<file path="src/rtl/mips_test_monitor.sv">
// Test monitor for a MIPS core: holds the core in reset, runs it until its test value matches
// the expected value or a cycle limit expires, and traces value changes. Optional macro: MIPS_MON_SIGNATURE_EN.
module mips_test_monitor #(
  parameter int unsigned VALUE_W      = 16,
  parameter int unsigned RESET_CYCLES = 2,
  parameter int unsigned MAX_CYCLES   = 70,
  parameter int unsigned TRACE_DEPTH  = 8
) (
  input  logic                                  clk,
  input  logic                                  reset_n,
  input  logic                                  start,
  input  logic [VALUE_W-1:0]                    expect_value,
  input  logic [VALUE_W-1:0]                    test_value,
  output logic                                  core_reset_n,
  output logic                                  busy,
  output logic                                  done,
  output logic                                  pass,
  output logic                                  timeout,
  output logic [$clog2(MAX_CYCLES+1)-1:0]       cycle_cnt,
  output logic [$clog2(TRACE_DEPTH):0]          trace_cnt,
  output logic                                  trace_ovf,
  input  logic [$clog2(TRACE_DEPTH)-1:0]        rd_addr,
  output logic [VALUE_W-1:0]                    rd_data,
  output logic [31:0]                           signature
);

  localparam int unsigned AW  = $clog2(TRACE_DEPTH);
  localparam int unsigned TW  = AW + 1;
  localparam int unsigned CW  = $clog2(MAX_CYCLES + 1);
  localparam int unsigned CW1 = CW + 1;
  localparam int unsigned HW  = $clog2(RESET_CYCLES + 1);

  typedef enum logic [1:0] {S_IDLE, S_HOLD, S_RUN, S_DONE} state_t;

  state_t               r_state;
  state_t               w_next;
  logic [HW-1:0]        r_hold_cnt;
  logic [VALUE_W-1:0]   r_expect;
  logic [VALUE_W-1:0]   r_last;
  logic [CW-1:0]        r_cycle_cnt;
  logic [TW-1:0]        r_trace_cnt;
  logic                 r_trace_ovf;
  logic                 r_core_rst_n;
  logic                 r_busy;
  logic                 r_done;
  logic                 r_pass;
  logic                 r_timeout;
  logic [VALUE_W-1:0]   r_rd_data;
  logic [VALUE_W-1:0]   r_mem [TRACE_DEPTH];

  logic                 w_start_acc;
  logic                 w_run;
  logic                 w_hold_last;
  logic                 w_match;
  logic [CW:0]          w_cnt_inc;
  logic                 w_limit;
  logic                 w_first;
  logic                 w_diff;
  logic                 w_full;
  logic                 w_wr;
  logic                 w_lost;

  assign w_start_acc = start && (r_state == S_IDLE || r_state == S_DONE);
  assign w_run       = (r_state == S_RUN);
  assign w_hold_last = (r_hold_cnt == HW'(RESET_CYCLES - 1));
  assign w_match     = (test_value == r_expect);
  assign w_cnt_inc   = {1'b0, r_cycle_cnt} + CW1'(1);
  assign w_limit     = (w_cnt_inc >= CW1'(MAX_CYCLES));
  assign w_first     = (r_cycle_cnt == '0);
  assign w_diff      = (test_value != r_last);
  assign w_full      = (r_trace_cnt == TW'(TRACE_DEPTH));
  assign w_wr        = w_run && (w_first || (w_diff && !w_full));
  assign w_lost      = w_run && !w_first && w_diff && w_full;

  // State register
  always_ff @(posedge clk or negedge reset_n) begin
    if (!reset_n) r_state <= S_IDLE;
    else          r_state <= w_next;
  end

  // Next-state logic
  always_comb begin
    w_next = r_state;
    unique case (r_state)
      S_IDLE, S_DONE: if (start) w_next = S_HOLD;
      S_HOLD:         if (w_hold_last) w_next = S_RUN;
      S_RUN:          if (w_match || w_limit) w_next = S_DONE;
      default:        w_next = S_IDLE;
    endcase
  end

  // Run bookkeeping; busy and core reset follow the state being entered so they stay registered
  always_ff @(posedge clk or negedge reset_n) begin
    if (!reset_n) begin
      r_hold_cnt   <= '0;
      r_expect     <= '0;
      r_last       <= '0;
      r_cycle_cnt  <= '0;
      r_trace_cnt  <= '0;
      r_trace_ovf  <= 1'b0;
      r_core_rst_n <= 1'b0;
      r_busy       <= 1'b0;
      r_done       <= 1'b0;
      r_pass       <= 1'b0;
      r_timeout    <= 1'b0;
    end else begin
      r_core_rst_n <= (w_next == S_RUN);
      r_busy       <= (w_next == S_HOLD) || (w_next == S_RUN);
      if (w_start_acc) begin
        r_hold_cnt  <= '0;
        r_expect    <= expect_value;
        r_cycle_cnt <= '0;
        r_trace_cnt <= '0;
        r_trace_ovf <= 1'b0;
        r_done      <= 1'b0;
        r_pass      <= 1'b0;
        r_timeout   <= 1'b0;
      end else if (r_state == S_HOLD) begin
        r_hold_cnt <= r_hold_cnt + HW'(1);
      end else if (w_run) begin
        r_cycle_cnt <= w_limit ? CW'(MAX_CYCLES) : w_cnt_inc[CW-1:0];
        if (w_wr) begin
          r_trace_cnt <= r_trace_cnt + TW'(1);
          r_last      <= test_value;
        end
        if (w_lost) r_trace_ovf <= 1'b1;
        if (w_match) begin
          r_done <= 1'b1;
          r_pass <= 1'b1;
        end else if (w_limit) begin
          r_done    <= 1'b1;
          r_timeout <= 1'b1;
        end
      end
    end
  end

  // Trace storage is not reset; unwritten entries read back stale
  always_ff @(posedge clk) begin
    if (w_wr) r_mem[r_trace_cnt[AW-1:0]] <= test_value;
  end

  always_ff @(posedge clk or negedge reset_n) begin
    if (!reset_n) r_rd_data <= '0;
    else          r_rd_data <= r_mem[rd_addr];
  end

`ifdef MIPS_MON_SIGNATURE_EN
  logic [31:0] r_sig;
  logic [31:0] w_tv32;

  if (VALUE_W >= 32) begin : g_tv_trunc
    assign w_tv32 = test_value[31:0];
  end else begin : g_tv_ext
    assign w_tv32 = {{(32 - VALUE_W){1'b0}}, test_value};
  end

  // Rotate-left-and-xor signature over every RUN cycle
  always_ff @(posedge clk or negedge reset_n) begin
    if (!reset_n)         r_sig <= '0;
    else if (w_start_acc) r_sig <= '0;
    else if (w_run)       r_sig <= {r_sig[30:0], r_sig[31]} ^ w_tv32;
  end

  assign signature = r_sig;
`else
  assign signature = 32'd0;
`endif

  assign core_reset_n = r_core_rst_n;
  assign busy         = r_busy;
  assign done         = r_done;
  assign pass         = r_pass;
  assign timeout      = r_timeout;
  assign cycle_cnt    = r_cycle_cnt;
  assign trace_cnt    = r_trace_cnt;
  assign trace_ovf    = r_trace_ovf;
  assign rd_data      = r_rd_data;

endmodule
</file>
<file path="config.mk">
export PLATFORM = sky130hd
export DESIGN_NAME = mips_test_monitor
export DESIGN_NICKNAME = d
export VERILOG_FILES = /design/src/rtl/mips_test_monitor.sv
export SDC_FILE = /design/constraint.sdc
export NUM_CORES = 1
export LEC_CHECK = 0
export BUFFER_PORTS_ARGS = -buffer_cell sky130_fd_sc_hd__buf_2
export CORE_ASPECT_RATIO = 1.1
export CORE_MARGIN = 1.5
export CORE_UTILIZATION = 44
export DETAILED_ROUTE_END_ITERATION = 7
export HOLD_SLACK_MARGIN = 0.02
export PLACE_DENSITY_LB_ADDON = 0.15
export SLEW_MARGIN = 20
export SYNTH_ARGS = -nofsm -noshare
export SYNTH_HDL_FRONTEND = slang
export SYNTH_SLANG_ARGS = --single-unit
</file>
<file path="constraint.sdc">
create_clock -name clk -period 4.65 [get_ports clk]
set_clock_uncertainty 0.2 [all_clocks]
set_input_delay 0.465 -clock clk [delete_from_list [all_inputs] [get_ports clk]]
set_output_delay 0.465 -clock clk [all_outputs]
set_load 0.03 [all_outputs]
</file>
==> results of run 1 <==
## state kept, by name, summed over array words and instances (netlist names), 2 cells and up
| register | cells |
|---|---|
| cycle_cnt | 7 |
| r_expect | 16 |
| r_hold_cnt | 2 |
| r_last | 16 |
| r_mem | 128 |
| r_state | 2 |
| rd_data | 16 |
| trace_cnt | 4 |
## cells in the final DEF, fill, tap and decap left out, types with 3 or more instances in the layout
master	instances
edfxtp_1	128
nand2_1	70
dfrtp_1	69
buf_2	69
mux2_2	33
mux4_2	32
conb_1	32
nor2_1	22
xnor2_1	17
clkbuf_16	17
xor2_1	16
inv_1	11
buf_4	10
o21ai_0	9
ha_1	9
dlygate4sd3_1	8
o21a_1	7
nand2b_1	6
nor4_1	5
nand4_1	5
o22ai_1	4
inv_6	4
a21oi_1	3
a32o_1	3
bufinv_16	3
clkinv_4	3
## worst max-delay path by stage
stage / start / end / slack (ns) / cells after the start
floorplan: trace_cnt[1]$_DFFE_PN0P_ / r_mem[0][0]$_DFFE_PP_ / 1.33 / 7
global placement: r_state[0]$_DFF_PN0_ / r_mem[0][12]$_DFFE_PP_ / 1.43 / 6
detailed placement: r_state[0]$_DFF_PN0_ / r_mem[0][12]$_DFFE_PP_ / 1.36 / 6
CTS: r_state[0]$_DFF_PN0_ / r_mem[0][3]$_DFFE_PP_ / 1.33 / 6
global route: r_state[0]$_DFF_PN0_ / r_mem[0][4]$_DFFE_PP_ / 1.11 / 6
finish: r_state[0]$_DFF_PN0_ / r_mem[0][3]$_DFFE_PP_ / 1.38 / 6
## where the power goes
group          total (mW)  switching [mW]  internal, mW
Clock                1.53           0.648         0.884
Combinational       0.860           0.503         0.357
Sequential           2.28           0.147          2.13
Total                4.67            1.30          3.37
## worst register-to-register path, cell delays in order (launching register included)
cell	delay, ns
dfrtp_1	0.38
inv_1	0.10
ha_1	0.41
inv_1	0.16
o22ai_1	0.52
nand2_1	0.29
nor3_4	0.84
## area by class of cell
| class | instances | area [µm²] | share of cell area |
|---|---|---|---|
| sequential | 197 | 5570 | 0.5825 |
| inverter | 11 | 41.29 | 0.004318 |
| clock inverter | 13 | 171.4 | 0.01792 |
| tap | 243 | 304.0 | 0.03179 |
| timing repair buffer | 87 | 500.5 | 0.05234 |
| clock buffer | 19 | 452.9 | 0.04736 |
| multi-input combinational | 306 | 2522 | 0.2638 |
## metal layers
| metal | vias up | global-route usage | share of wire |
|---|---|---|---|
| met2 | 109 | 0.2951 | 0.49 |
| li1 | 2080 | - | - |
| met5 | - | 0 | 0 |
| met4 | 0 | 0.06075 | 0.013 |
| met1 | 2316 | 0.2406 | 0.45 |
| met3 | 19 | 0.04141 | 0.039 |
## stage by stage
stage               total power, mW    util  area (µm²)  std cells  hold slack (ns)
finish                        4.668  0.5175        9563        876          0.04220
detailed placement            3.179  0.4794        8859        836           0.2799
floorplan                     2.925       -        8428        565         -0.03059
global placement              3.150  0.4794        8859        836           0.2777
global route                  4.885  0.5175        9563        876          0.03136
CTS                           4.716  0.5170        9553        875          0.02233
## kinds of logic after synthesis
logic type | count (synthesis) | synth area share
flip-flops | 197 | 0.6702
AO/OA/AOI/OAI | 42 | 0.03809
buffers and inverters | 62 | 0.04305
AND/OR/NAND/NOR | 125 | 0.06849
XOR/XNOR | 33 | 0.03477
multiplexers | 65 | 0.1314
adder cells (fa/ha/maj) | 9 | 0.01355
other | 1 | 0.0004512
## what timing repair did
| action | 4_1_cts | 5_1_grt |
|---|---|---|
| hold buffers | 7 | 1 |
| hold endpoints to repair | 20 | 1 |
| endpoints found under the setup margin | 0 | 0 |
==> flow_metrics.env, run 1 <==
export IMPL_num_vias=4524
export IMPL_arrival_ns=3.12
export IMPL_postCtsSetupBuffers=0
export IMPL_fillerInstances=1590
export IMPL_fin_ws_ns=1.381
export IMPL_core_um2=18480
export IMPL_grt_pass1_wl_um=26270
export IMPL_fp_dieArea_um2=19720
export IMPL_synth_edf_count=128
export IMPL_place_gp_congestion=0.8325
export IMPL_cts_sinks=197
export IMPL_critPathMaxStageDelay_ns=0.84
export IMPL_worst_pin_slew_ns=1.069
export IMPL_path_max_fanout=16
export IMPL_grt_max_degree=70
export IMPL_remaining_drc_errors=0
export IMPL_ff2ff_path_depth=6
export IMPL_relSlewSlack=0.2851
export IMPL_synth_commonest_cells="128 x edfxtp_1, 70 x nand2_1, 69 x dfrtp_1"
export IMPL_ys_types=46
export IMPL_grt_pass1_vias=4709
export IMPL_synthArstFlopShare=0.3503
export IMPL_fin_setup_tns_ns=0
export IMPL_routed_wl_um=16890
export IMPL_min_path_cells=3
export IMPL_drv_cap=0
export IMPL_setup_viol=0
export IMPL_timing_rr_start="r_state[0]$_DFF_PN0_"
export IMPL_synth_top_area_cell="edfxtp_1"
export IMPL_drt_initial_drc_count=310
export IMPL_layout_drive_gt1_share=0.2891
export IMPL_crit_family="simple AND/OR/NAND/NOR gates"
export IMPL_avgSynthCellArea_um2=15.57
export IMPL_yosysTopAreaCellShare=0.4624
export IMPL_ant_nets=0
export IMPL_cts_tree="yes"
export IMPL_ios=103
export IMPL_r2r_end="r_mem[0][3]$_DFFE_PP_"
export IMPL_hp_class="primary input to flip-flop"
export IMPL_overflow=0
export IMPL_track_usage=0.1808
export IMPL_die_width_um=134.0
export IMPL_max_freq_mhz=305.9
export IMPL_ys_warn_count=0
export IMPL_yosys_top_cells_area="edfxtp_1 46%, dfrtp_1 21%, mux4_2 8.7%, mux2_2 4.5%, nand2_1 3.2%"
export IMPL_cts_buffers=17
export IMPL_die_h_um=147.2
export IMPL_cts_root_buf="clkbuf_16"
export IMPL_status="completed"
export IMPL_firstDrtPassIters=4
export IMPL_place_ws_ns=1.364
export IMPL_cts_resized_gates=0
export IMPL_dp_hpwl_um=10470
export IMPL_drt_vias_per_instance=5.164
export IMPL_end_kind="flip-flop"
export IMPL_critPathMostFrequentCell="inv_1"
export IMPL_critPathBufInv=2
export IMPL_crit_chain="inv_1 > ha_1 > inv_1 > o22ai_1 > nand2_1 > nor3_4"
export IMPL_initial_core_util=0.4498
export IMPL_yosysSeqAreaShare=0.6702
export IMPL_insertedDiodeCount=0
export IMPL_ir_drop_mv=0.2818
export IMPL_synthToLayoutAreaGrowth_pct=15.05
export IMPL_ys_ff_latch=197
export IMPL_setup_worst_path_class="flip-flop to flip-flop"
export IMPL_post_synth_top_count_cell="edfxtp_1"
export IMPL_finalHoldViolations=0
export IMPL_layout_min_cycle_time_ns=3.269
export IMPL_wl_per_cell_um=19.29
export IMPL_clock_path_buffers=2
export IMPL_nets=667
export IMPL_finalMaxSlewViolations=0
export IMPL_rsz0062_at_grt="no"
export IMPL_fin_crit_sh=0.7030
export IMPL_htree_levels=4
export IMPL_p_leak_nw=3.701
export IMPL_slowest_stage="nor3_4"
export IMPL_cp_start_kind="flip-flop"
export IMPL_power_density_nw_per_um2=488.2
export IMPL_holdPathEnd="r_expect[10]$_DFFE_PN0P_"
export IMPL_rows=52
export IMPL_clk_pin_slew_ns=0.07
export IMPL_syn_inst=534
export IMPL_clk_latency_ns=0.43
export IMPL_grt_antenna_before_repair=0
export IMPL_hp_start="expect_value[10]"
export IMPL_syn_area_um2=8312
export IMPL_r2r_slack_ns=1.38
export IMPL_synthFlopType="edfxtp_1"
export IMPL_cp_required_ns=4.50
export IMPL_port_buffers=70
Note: power is estimated with default switching activity, not from simulation.
==> run 2, diff against run 1 <==
--- a/config.mk
+++ b/config.mk
@@ -5,6 +5,7 @@
 export SDC_FILE = /design/constraint.sdc
 export NUM_CORES = 1
 export LEC_CHECK = 0
+export ABC_AREA = 1
 export BUFFER_PORTS_ARGS = -buffer_cell sky130_fd_sc_hd__buf_2
 export CORE_ASPECT_RATIO = 1.1
 export CORE_MARGIN = 1.5
==> constraint.sdc (replaced) <==
create_clock -name clk -period 3.07 [get_ports clk]
set_clock_uncertainty 0.2 [all_clocks]
set_input_delay 0.307 -clock clk [delete_from_list [all_inputs] [get_ports clk]]
set_output_delay 0.307 -clock clk [all_outputs]
set_load 0.03 [all_outputs]
==> run 2 against run 1 <==
Register-to-register slack worse by 0.87 ns. Global-route usage is 1.4 points higher. Final cell count is 39% higher. Non-clock buffer count is 26 higher. Power is 51% higher. Design area is 4.0% higher. Utilization is 0.13 points higher. Clock power is 36% higher. Area after synthesis is 3.5% higher. Sequential share of layout area is 2.2 points lower. Worst setup slack worse by 0.87 ns. Critical path depth is 2 higher.
==> flow_metrics.env, run 2 <==
export IMPL_grt_max_degree=70
export IMPL_ant_nets=0
export IMPL_insertedDiodeCount=0
export IMPL_hp_start="test_value[13]"
export IMPL_wl_per_cell_um=15.29
export IMPL_rsz0062_at_grt="no"
export IMPL_ys_ff_latch=197
export IMPL_synth_top_area_cell="edfxtp_1"
export IMPL_post_synth_top_count_cell="nand2_1"
export IMPL_r2r_slack_ns=0.51
export IMPL_synth_fa_ha_area_frac=0.01309
export IMPL_timing_rr_start="cycle_cnt[1]$_DFFE_PN0P_"
export IMPL_fin_setup_tns_ns=0
export IMPL_yosysTopAreaCellShare=0.4467
export IMPL_synth_xor_area_frac=0.004072
export IMPL_port_buffers=70
export IMPL_synth_commonest_cells="169 x nand2_1, 155 x nor2_1, 128 x edfxtp_1"
export IMPL_routed_wl_um=18590
export IMPL_finalHoldViolations=0
export IMPL_track_usage=0.1948
export IMPL_synthSimpleGateAreaFrac=0.1630
export IMPL_firstDrtPassIters=4
export IMPL_layout_min_cycle_time_ns=2.563
export IMPL_clk_pin_slew_ns=0.07
export IMPL_cp_start_kind="flip-flop"
export IMPL_hp_class="primary input to flip-flop"
export IMPL_synth_compound_area_frac=0.09176
export IMPL_worst_pin_slew_ns=0.9280
export IMPL_synthMuxAreaShare=0
export IMPL_drt_vias_per_instance=4.871
export IMPL_initial_core_util=0.4490
export IMPL_p_leak_nw=4.247
export IMPL_finalMaxSlewViolations=0
export IMPL_place_gp_congestion=0.8250
export IMPL_htree_levels=4
export IMPL_ff2ff_path_depth=8
export IMPL_yosys_top_cells_area="edfxtp_1 45%, dfrtp_1 20%, nand2_1 7.4%, nor2_1 6.8%, o21ai_0 5.1%"
export IMPL_startpoint="cycle_cnt[1]$_DFFE_PN0P_"
export IMPL_clock_path_buffers=2
export IMPL_cp_required_ns=2.92
export IMPL_grt_pass1_wl_um=29900
export IMPL_fin_ws_ns=0.5070
export IMPL_endpoint="r_mem[4][11]$_DFFE_PP_"
export IMPL_syn_inst=854
export IMPL_synthFlopType="edfxtp_1"
export IMPL_nets=1003
export IMPL_ys_warn_count=0
export IMPL_clk_latency_ns=0.43
export IMPL_ys_types=34
export IMPL_largest_register_ffs=128
export IMPL_ios=103
export IMPL_r2r_end="r_mem[4][11]$_DFFE_PP_"
export IMPL_setup_worst_path_class="flip-flop to flip-flop"
export IMPL_avgSynthCellArea_um2=10.08
export IMPL_syn_area_um2=8605
export IMPL_synthToLayoutAreaGrowth_pct=15.56
export IMPL_dp_hpwl_um=12090
export IMPL_status="completed"
export IMPL_final_cell_mix="169 x nand2_1, 154 x nor2_1, 128 x edfxtp_1"
export IMPL_cts_tree="yes"
export IMPL_grt_antenna_before_repair=0
export IMPL_overflow=0
export IMPL_layout_drive_gt1_share=0.1352
export IMPL_relSlewSlack=0.3814
export IMPL_die_h_um=149.7
export IMPL_layout_commonest_cell="nand2_1"
export IMPL_cts_sinks=197
export IMPL_fin_crit_sh=0.8349
export IMPL_rows=53
export IMPL_hold_slack_ns=0.03233
export IMPL_fp_dieArea_um2=20400
export IMPL_cts_buffers=17
export IMPL_end_kind="flip-flop"
export IMPL_ir_drop_mv=0.4108
export IMPL_power_density_nw_per_um2=706.9
export IMPL_arrival_ns=2.41
export IMPL_place_ws_ns=0.4929
export IMPL_drv_cap=0
export IMPL_path_max_fanout=16
export IMPL_max_freq_mhz=390.2
export IMPL_grt_pass1_vias=5693
export IMPL_remaining_drc_errors=0
export IMPL_yosysSeqAreaShare=0.6474
export IMPL_die_width_um=136.3
export IMPL_cts_root_buf="clkbuf_16"
export IMPL_synth_edf_count=128
export IMPL_postCtsSetupBuffers=0
export IMPL_num_vias=5923
export IMPL_synthArstFlopShare=0.3503
export IMPL_drt_initial_drc_count=406
export IMPL_setup_viol=0
export IMPL_core_um2=19160
export IMPL_synth_top_family_by_area="simple AND/OR/NAND/NOR gates"
==> run 2: worst min path at each step <==
| stage | end | slack (ns) | cells past startpoint |
|---|---|---|---|
| 2_1_floorplan | busy$_DFF_PN0_ | -0.19 | 0 |
| 3_3_place_gp | r_last[7]$_DFFE_PN0P_ | 0.30 | 2 |
| 3_5_place_dp | pass$_DFFE_PN0P_ | 0.29 | 1 |
| 4_1_cts | r_mem[7][0]$_DFFE_PP_ | 0.02 | 1 |
| 5_1_grt | r_mem[7][0]$_DFFE_PP_ | 0.04 | 1 |
| 6_report | r_mem[1][13]$_DFFE_PP_ | 0.03 | 1 |
==> run 2: cell type report <==
cell class,instances,area (µm²)
clock buffer,21,460.4
clock inverter,11,83.83
fill,1772,9221
inverter,83,311.5
multi-input combinational,544,2462
sequential,197,5570
tap,247,309.0
timing repair buffer,113,745.7
==> run 2: metal layers <==
metal | wire length, µm | track usage | share of wire | up-vias
li1 | - | - | - | 2971
met1 | 8965 | 0.2685 | 0.48 | 2803
met2 | 8660 | 0.3116 | 0.47 | 122
met3 | 593 | 0.03455 | 0.032 | 27
met4 | 371 | 0.06702 | 0.020 | 0
met5 | 0 | 0 | 0 | -
==> run 2: report_power, final <==
group / internal, mW / leakage (nW) / switching, mW
sequential: 3.20 / 2.01 / 0.189
combinational: 0.517 / 1.97 / 1.04
clock: 1.15 / 0.265 / 0.932
total: 4.86 / 4.25 / 2.17
==> run 2: worst max-delay path, stage by stage (launching register included) <==
cell and delay, ns:
dfrtp_1 0.42, inv_1 0.12, ha_1 0.16, nand4_1 0.09
nor3_1 0.23, nand2_1 0.14, nand2_4 0.09, nand2_1 0.10
nor2_2 0.63
==> run 2: kinds of logic (layout without fill, tap and decap cells) <==
group | Yosys count | after routing
AND/OR/NAND/NOR | 353 | 353
flip-flops | 197 | 197
AO/OA/AOI/OAI | 146 | 146
buffers and inverters | 144 | 228
adder cells (fa/ha/maj) | 9 | 9
XOR/XNOR | 4 | 4
other | 1 | 32
==> run 2: what timing repair did <==
| action | in CTS | in global routing |
|---|---|---|
| gates resized for setup | 0 | 0 |
| hold buffers | 23 | 0 |
| endpoints found under the hold margin | 91 | 0 |
==> run 2: stage by stage <==
step,instance area (µm²),util,cells,power (mW)
finish,9943,0.5188,1216,7.029
global route,9943,0.5188,1216,7.481
CTS,9943,0.5188,1216,7.092
detailed placement,9169,0.4784,1161,4.992
global placement,9166,0.4783,1161,4.972
floorplan,8721,-,885,4.587
